--- config.mk ---
export PLATFORM = sky130hd
export DESIGN_NAME = mux4_rr_arbiter_flat
export DESIGN_NICKNAME = d
export VERILOG_FILES = /design/src/rtl/mux4_rr_arbiter_if.sv /design/src/rtl/mux4_rr_arbiter.sv /design/src/flat_wrapper.sv
export SDC_FILE = /design/constraint.sdc
export NUM_CORES = 1
export LEC_CHECK = 0
export ABC_AREA = 1
export CORE_ASPECT_RATIO = 1.4
export CORE_MARGIN = 3
export CORE_UTILIZATION = 50
export CTS_BUF_LIST = sky130_fd_sc_hd__clkbuf_4 sky130_fd_sc_hd__clkbuf_8
export CTS_CLUSTER_DIAMETER = 30
export CTS_CLUSTER_SIZE = 24
export DETAILED_ROUTE_END_ITERATION = 10
export PLACE_DENSITY = 0.75
export SLEW_MARGIN = 10
export SYNTH_ARGS = -nofsm -noshare
export SYNTH_HDL_FRONTEND = slang
export SYNTH_SLANG_ARGS = --single-unit
export TNS_END_PERCENT = 50
--- constraint.sdc ---
create_clock -name clk -period 2.25 [get_ports clk]
set_clock_uncertainty 0.05 [all_clocks]
set_input_delay 0.225 -clock clk [delete_from_list [all_inputs] [get_ports clk]]
set_output_delay 0.225 -clock clk [all_outputs]
set_load 0.005 [all_outputs]
--- src/rtl/mux4_rr_arbiter_if.sv ---
// Handshake/data bundle between four requesters and the round-robin mux arbiter.
// The master side drives requests and lane data; the slave side (the arbiter)
// returns grant, select, valid and the muxed data.
interface mux4_rr_arbiter_if #(
    parameter int unsigned W = 1
);
    logic [3:0]     req;
    logic [4*W-1:0] data_in;
    logic [3:0]     grant;
    logic [1:0]     sel;
    logic           valid;
    logic [W-1:0]   data_out;

    modport master (
        output req,
        output data_in,
        input  grant,
        input  sel,
        input  valid,
        input  data_out
    );

    modport slave (
        input  req,
        input  data_in,
        output grant,
        output sel,
        output valid,
        output data_out
    );
endinterface

--- src/rtl/mux4_rr_arbiter.sv ---
// Four-way round-robin arbiter with a bounded hold time, driving a shared W-bit mux.
// Grant, select and valid are registered; data_out is a combinational mux of the
// selected lane. The interface instance must be built with the same W.
module mux4_rr_arbiter #(
    parameter int unsigned W        = 1,
    parameter int unsigned MAX_HOLD = 4
) (
    input logic              clk,
    input logic              rst_n,
    mux4_rr_arbiter_if.slave bus
);
    localparam logic [3:0] MaxHold = 4'(MAX_HOLD);

    typedef enum logic [0:0] {StIdle, StOwn} state_e;

    state_e     state_q;
    logic [3:0] grant_q;
    logic [1:0] sel_q;
    logic       valid_q;
    logic [1:0] last_q;
    logic [3:0] hold_q;

    // First set bit of r searching upward from last+1 with wrap; last itself is checked last.
    function automatic logic [1:0] rr_pick(input logic [3:0] r, input logic [1:0] last);
        logic [1:0] pick;
        logic       found;
        logic [1:0] idx;
        pick  = last;
        found = 1'b0;
        for (int k = 1; k <= 4; k++) begin
            idx = last + 2'(k);
            if (!found && r[idx]) begin
                pick  = idx;
                found = 1'b1;
            end
        end
        return pick;
    endfunction

    logic [3:0] req_others;
    logic [1:0] win_any;
    logic [1:0] win_oth;

    // Winner candidates: any requester, and any requester other than the current owner.
    always_comb begin
        req_others = bus.req & ~(4'b0001 << sel_q);
        win_any    = rr_pick(bus.req, last_q);
        win_oth    = rr_pick(req_others, last_q);
    end

    // Arbitration FSM with registered outputs.
    always_ff @(posedge clk) begin
        if (!rst_n) begin
            state_q <= StIdle;
            grant_q <= 4'b0000;
            sel_q   <= 2'd0;
            valid_q <= 1'b0;
            last_q  <= 2'd3;
            hold_q  <= 4'd0;
        end else begin
            unique case (state_q)
                StIdle: begin
                    if (bus.req != 4'b0000) begin
                        state_q <= StOwn;
                        grant_q <= 4'b0001 << win_any;
                        sel_q   <= win_any;
                        last_q  <= win_any;
                        valid_q <= 1'b1;
                        hold_q  <= 4'd1;
                    end
                end
                StOwn: begin
                    if (!bus.req[sel_q]) begin
                        // Owner released: hand over in the same edge, or fall idle.
                        if (bus.req != 4'b0000) begin
                            grant_q <= 4'b0001 << win_any;
                            sel_q   <= win_any;
                            last_q  <= win_any;
                            hold_q  <= 4'd1;
                        end else begin
                            state_q <= StIdle;
                            grant_q <= 4'b0000;
                            valid_q <= 1'b0;
                            hold_q  <= 4'd0;
                        end
                    end else if (hold_q < MaxHold) begin
                        hold_q <= hold_q + 4'd1;
                    end else if (req_others != 4'b0000) begin
                        // Hold budget spent and someone else waits: force rotation.
                        grant_q <= 4'b0001 << win_oth;
                        sel_q   <= win_oth;
                        last_q  <= win_oth;
                        hold_q  <= 4'd1;
                    end
                    // Otherwise keep the grant; hold_q stays saturated.
                end
                default: begin
                    state_q <= StIdle;
                    grant_q <= 4'b0000;
                    valid_q <= 1'b0;
                end
            endcase
        end
    end

    logic [W-1:0] data_mux;

    // Shared output mux; forced to zero when nobody owns it or reset is asserted.
    always_comb begin
        data_mux = '0;
        if (valid_q && rst_n) begin
            for (int i = 0; i < 4; i++) begin
                if (sel_q == 2'(i)) begin
                    data_mux = bus.data_in[i*W +: W];
                end
            end
        end
    end

    assign bus.grant    = grant_q;
    assign bus.sel      = sel_q;
    assign bus.valid    = valid_q;
    assign bus.data_out = data_mux;
endmodule

--- src/flat_wrapper.sv ---
// flat-port wrapper written by rule: the top's interface ports become plain ports
module mux4_rr_arbiter_flat 
#(
    parameter int unsigned W        = 1,
    parameter int unsigned MAX_HOLD = 4
)
  (clk, rst_n, bus_req, bus_data_in, bus_grant, bus_sel, bus_valid, bus_data_out);
  mux4_rr_arbiter_if #(.W(W)) bus_i ();
  input logic clk;
  input logic rst_n;
  input wire logic [$bits(bus_i.req)-1:0] bus_req;
  input wire logic [$bits(bus_i.data_in)-1:0] bus_data_in;
  output wire logic [$bits(bus_i.grant)-1:0] bus_grant;
  output wire logic [$bits(bus_i.sel)-1:0] bus_sel;
  output wire logic [$bits(bus_i.valid)-1:0] bus_valid;
  output wire logic [$bits(bus_i.data_out)-1:0] bus_data_out;
  assign bus_i.req = bus_req;
  assign bus_i.data_in = bus_data_in;
  assign bus_grant = bus_i.grant;
  assign bus_sel = bus_i.sel;
  assign bus_valid = bus_i.valid;
  assign bus_data_out = bus_i.data_out;
  mux4_rr_arbiter #(.W(W), .MAX_HOLD(MAX_HOLD)) u_core (.clk(clk), .rst_n(rst_n), .bus(bus_i));
endmodule
---- Yosys cells after proc, flatten, opt, wreduce, memory -nomap -nowiden ----
Cells that the tools add are included.
storage, ports and cells
  logic and storage cells ................. 115
  register bits ........................... 14
  output and inout port bits .............. 8
cells by class
  bitwise logic cells ..................... 3
  eq/ne operators ......................... 9
  shifts and indexed selects .............. 3
  multiplexer cells ....................... 64
  $lt $le $gt $ge ......................... 6
  add/subtract/negate cells ............... 4
  reductions and logical operators ........ 20
operators with widths
  operator                                                              count
  4-bit 2-to-1 mux                                                      9
  2-bit 2-to-1 mux                                                      14
  1-bit 2-to-1 mux                                                      26
  1-bit binary-select mux with 2-bit select                             9
  4-bit one-hot mux with 2 select lines                                 2
  2-bit by 3-bit < comparator with 1-bit output, second input constant  5
  1-bit by 2-bit left shift with 4-bit output, first input constant     3
  2-bit one-hot mux with 2 select lines                                 2
  4-bit nonzero test                                                    2
  1-bit logical AND                                                     7
  1-bit logical NOT                                                     6
  3-bit != test, second input constant                                  2
  3-bit AND reduction                                                   2
  2-bit adder, second input constant                                    2
  4-bit by 1-bit adder with 4-bit output, second input constant         1
  4-bit AND                                                             1
  2-bit equality test, second input constant                            2
  4-bit by 3-bit < comparator with 1-bit output, second input constant  1
  2-bit != test, second input constant                                  2
  4-bit != test, second input constant                                  1
  4-bit inverter                                                        1
  1-bit one-hot mux with 2 select lines                                 2
  2-bit AND reduction                                                   2
  2-bit by 1-bit adder with 2-bit output, second input constant         1
  4 further kinds                                                       4

---- Depth between registers and ports, before layout ----
Gate-level depths: netlist of run 1.
  depth in word-level cells ............... 20
  gate-level depth with buffers ........... 14

---- Worst setup path after synthesis of run 1 ----
No wires, ideal clock.
  path type ............................... register -> register
  start ................................... register u_core.sel_q[1] (netlist: u_core.bus.sel[1])
  end ..................................... register u_core.grant_q[1] (netlist: u_core.bus.grant[1])
  data required time ...................... 2.085 ns
  clock period less this slack ............ 1.581 ns
  buffers on the path ..................... 0
  arrival ................................. 1.416 ns
  path slack .............................. 0.669 ns
  cell stages (with the launch flop) ...... 14
  setup time .............................. 0.115 ns
  cell sequence ........................... dfxtp_1 inv_1 nand2_1 o22ai_1 nor2_1 nand2_1 nand2_2 nor2_2 inv_2 nand2_2 inv_2 o21ai_1 nor2_1 nor2_1
between the ends
  cells in the longest elaborated chain, start to end .. 20
  elaborated cells on any way between the ends .. 35
  classes of those cells .................. eq/ne: 2; shift: 2; mux: 21; bitwise: 2; reduce/logical: 8
ends and longest elaborated chain
  item                                         RTL line               RTL
  start, declared                              mux4_rr_arbiter.sv:18  logic [1:0] sel_q;
  start signal, assigned                       mux4_rr_arbiter.sv:66  sel_q <= win_any;
  start signal, assigned                       mux4_rr_arbiter.sv:77  sel_q <= win_any;
  start signal, assigned                       mux4_rr_arbiter.sv:91  sel_q <= win_oth;
  1-bit by 2-bit left shift with 4-bit output  mux4_rr_arbiter.sv:46  req_others = bus.req & ~(4'b0001 << sel_q);
  4-bit inverter                               mux4_rr_arbiter.sv:46
  4-bit AND                                    mux4_rr_arbiter.sv:46
  1-bit binary-select mux with 2-bit select    mux4_rr_arbiter.sv:32  if (!found && r[idx]) begin
  1-bit 2-to-1 mux (not written as such)       mux4_rr_arbiter.sv:32
  1-bit 2-to-1 mux                             mux4_rr_arbiter.sv:32
  1-bit logical NOT                            mux4_rr_arbiter.sv:32
  1-bit logical AND                            mux4_rr_arbiter.sv:32
  [... 4 more ...]                             --
  1-bit logical NOT                            mux4_rr_arbiter.sv:32
  1-bit logical AND                            mux4_rr_arbiter.sv:32
  2-bit 2-to-1 mux                             mux4_rr_arbiter.sv:32
  1-bit by 2-bit left shift with 4-bit output  mux4_rr_arbiter.sv:90  grant_q <= 4'b0001 << win_oth;
  4-bit 2-to-1 mux                             mux4_rr_arbiter.sv:88  end else if (req_others != 4'b0000) begin
  4-bit 2-to-1 mux                             mux4_rr_arbiter.sv:86  end else if (hold_q < MaxHold) begin
  4-bit 2-to-1 mux                             mux4_rr_arbiter.sv:73  if (!bus.req[sel_q]) begin
  4-bit one-hot mux with 2 select lines        mux4_rr_arbiter.sv:61  unique case (state_q)
  end signal, assigned                         mux4_rr_arbiter.sv:65  grant_q <= 4'b0001 << win_any;
  end signal, assigned                         mux4_rr_arbiter.sv:76  grant_q <= 4'b0001 << win_any;
  end signal, assigned                         mux4_rr_arbiter.sv:90
  end, declared                                mux4_rr_arbiter.sv:17  logic [3:0] grant_q;
Several ways; a longest one is shown, not always the timed one. The select of a mux whose other input is x is not followed.
A chain may end at the register's enable or synchronous reset.

---- Final worst setup path of run 1 ----
  start ................................... register u_core.sel_q[1] (netlist: u_core.bus.sel[1])
  end ..................................... output bus_data_out
between the ends
  cells in the longest elaborated chain, start to end .. 6
  elaborated cells on any way between the ends .. 9
  classes of those cells .................. eq/ne: 3; mux: 5; reduce/logical: 1
ends and longest elaborated chain
  item                            RTL line                RTL
  2-bit logical NOT               mux4_rr_arbiter.sv:113  if (sel_q == 2'(i)) begin
  1-bit 2-to-1 mux (3 in series)  mux4_rr_arbiter.sv:113
  1-bit 2-to-1 mux (*)            mux4_rr_arbiter.sv:113
  1-bit 2-to-1 mux (*)            mux4_rr_arbiter.sv:111  if (valid_q && rst_n) begin
  end, declared                   flat_wrapper.sv:16      output wire logic [$bits(bus_i.data_out)-1:0] bus_data_out;
Every way passes the cells marked *; elsewhere a longest branch is shown, timed or not.

==> results of run 1 <==
## cell families (layout without fill, tap and decap cells)
group	count (synthesis)	count (layout)	synth area share
adder cells (fa/ha/maj)	1	1	0.01056
flip-flops	14	14	0.2365
AO/OA/AOI/OAI	37	37	0.1753
XOR/XNOR	1	1	0.007393
buffers and inverters	27	49	0.1014
AND/OR/NAND/NOR	123	123	0.4689
## where the power goes
group	leakage (nW)	internal (W)	switching (W)	total, W
logic	0.578	0.000505	0.000885	0.00139
clock network	0.0138	0.0000624	0.0000879	0.000150
registers	0.116	0.000313	0.0000801	0.000393
total	0.707	0.000880	0.00105	0.00193
## timing repair
| action | CTS | global route |
|---|---|---|
| endpoints found under the hold margin | 0 | 0 |
| endpoints found under the setup margin | 0 | 1 |
| resized for setup | 0 | 1 |
## critical path: stages (launching register included)
cell             delay, ns
dfxtp_1               0.45
inv_1                 0.10
nand2_1               0.15
o22ai_1               0.08
nor3_1                0.14
clkdlybuf4s50_1       0.53
## metrics by stage
stage                     worst slack [ns]  power [W]  instance area, µm²    util  hold slack [ns]
after floorplan                     0.6693   0.001422                1185       -           0.3650
after global placement              0.1330   0.001735                1394  0.6330           0.3793
after detailed placement            0.1112   0.001761                1394  0.6330           0.3889
after CTS                           0.1459   0.001915                1416  0.6432           0.4009
after global routing               0.02539   0.002137                1418  0.6438           0.4264
final                               0.2313   0.001933                1418  0.6438           0.4007
## worst paths after layout
path | startpoint | end | slack, ns | cells past startpoint
setup reg to reg | u_core.last_q[0]$_SDFFE_PN1P_ | u_core.last_q[0]$_SDFFE_PN1P_ | 0.23 | 13
hold reg to reg | u_core.hold_q[3]$_SDFFE_PN0P_ | u_core.hold_q[3]$_SDFFE_PN0P_ | 0.40 | 2
hold / removal | u_core.hold_q[3]$_SDFFE_PN0P_ | u_core.hold_q[3]$_SDFFE_PN0P_ | 0.40 | 2
setup / recovery | u_core.bus.sel[1]$_SDFFE_PN0P_ | bus_data_out | 0.23 | 5
## metal layers
layer | vias to the layer above | GRT usage | wire [µm] | part of all wire
met4 | 0 | 0.1038 | 104 | 0.031
met1 | 618 | 0.2991 | 1377 | 0.41
met5 | - | 0 | 0 | 0
li1 | 713 | - | - | -
met2 | 42 | 0.4235 | 1724 | 0.51
met3 | 13 | 0.03714 | 153 | 0.046
## cell type report
cell class	instances	area [µm²]
Multi-Input combinational cell	162	784.5
Timing Repair Buffer	23	215.2
Inverter	23	86.33
Tap cell	22	27.53
Sequential cell	14	281.5
Clock buffer	3	22.52
Fill cell	221	784.5
## registers in the layout (all words and copies together) (netlist names)
| register | flops |
|---|---|
| u_core.state_q | 1 |
| u_core.bus.valid | 1 |
| u_core.last_q | 2 |
| u_core.hold_q | 4 |
| u_core.bus.grant | 4 |
| u_core.bus.sel | 2 |
## layout by cell type, fill, tap and decap left out, drive strengths merged
cell type      count
nor2              21
ha                 1
xor2               1
buf                6
inv               23
o22ai              3
nand2             72
nand3             27
clkdlybuf4s50     17
nand4              1
nor3               2
a22oi              1
o21ai             17
dfxtp             14
a31oi              2
o211ai             1
clkbuf             3
a21oi             13
==> reports/results.ini, run 1 <==
[cts]
cts_made_buffers=3
cts.clk_slew.worst_paths_ns=0.08
cts_sinks=14
cts_hold_repair.buffers=0
insertion_delay_ns=0.29
htree_levels=1
clockRootBuffer=clkbuf_4
cts_max_path_buffers=2
cts_tree=built
cts_setup_buffers=0

[logic_synthesis]
avgSynthCellArea_um2=5.837
synth.top_cell.area_share=0.2365
ys_warn_count=0
synth_commonest_cells=nand2_1 (60), nand3_1 (25), nor2_1 (19)
synth.yosys.seq_area_share=0.2365
synthArstFlopShare=0
synth_cell_types=26
ys_seq_elements=14
synthesis.area_um2=1185
synth-edff-count=0
synth_nets=214
synth_top_area_cell=dfxtp_1
yosysMostFrequentCell=nand2_1
synth_ff_type=dfxtp_1
syn_inst=203
synth_area_leaders=dfxtp_1 (24%), nand2_1 (19%), nand3_1 (11%)

[die]
io_pins=18
die_h_um=63.60
fp.coreArea_um2=2202
die_x_um=47.14
rows=20
dieArea_um2=2998
initial_core_util=0.5381

[critical_path]
critPathLaunchType=flip-flop
cp_max_fo=7
crit_arrival_ns=1.74
cp_data_required_time_ns=1.98
worstSetupEndpointType=output pin
path_class=reg2out

[global_route]
grt_max_degree=13
grt_pass1_wl_um=5644
grt_use_total=0.2512
first_global_vias=1348
antenna_found_initial=0
grt-ovfl-total=0

[power_and_ir_drop]
power_leakage_nw=0.7075
p_per_area_nw_per_um2=1363
ir_drop_mv=0.9229

[routing]
dr_total_vias=1386
drt-total-wl_um=3358
vias_per_cell=5.611
drcViolationCount=0
firstDrtPassIters=4
wl_per_cell_um=13.60
final_antenna_net_count=0
first_iter_violations=59

[sta]
slew_viol_final=0
fmax_mhz=495.4
fin_crit_sh=0.8972
max_slew_margin=0.7469
fin_tns_setup_ns=0
finalSetupViolCount=0
fin_crit_ns=2.019
finalHoldViolCount=0
rsz0062_at_grt=false
worst_pin_slew_ns=0.3785

[run_status]
outcome=complete, no violations

[layout]
antenna-diode-count=0
stdcell_count=247
synthToLayoutAreaGrowth_pct=19.64
layout-drive-gt1-share=0.1511
num-nets-final=238

[placed_design]
gp_congestion=0.8884
dp_hpwl_um=2602
portBuffers=17
post-place-cells=244

[worst_hold_path]
min_path_type=reg2reg

[flow_run]
cap_violations=0

(Power assumes the default switching activity.)
==> inputs of run 2 (changes only) <==
--- a/config.mk
+++ b/config.mk
@@ -6,6 +6,7 @@
 export NUM_CORES = 1
 export LEC_CHECK = 0
 export ABC_AREA = 1
+export CAP_MARGIN = 40
 export CORE_ASPECT_RATIO = 1.4
 export CORE_MARGIN = 3
 export CORE_UTILIZATION = 50
==> results of run 2 <==
The final DEF is identical to that of run 1; final timing and power are the same.
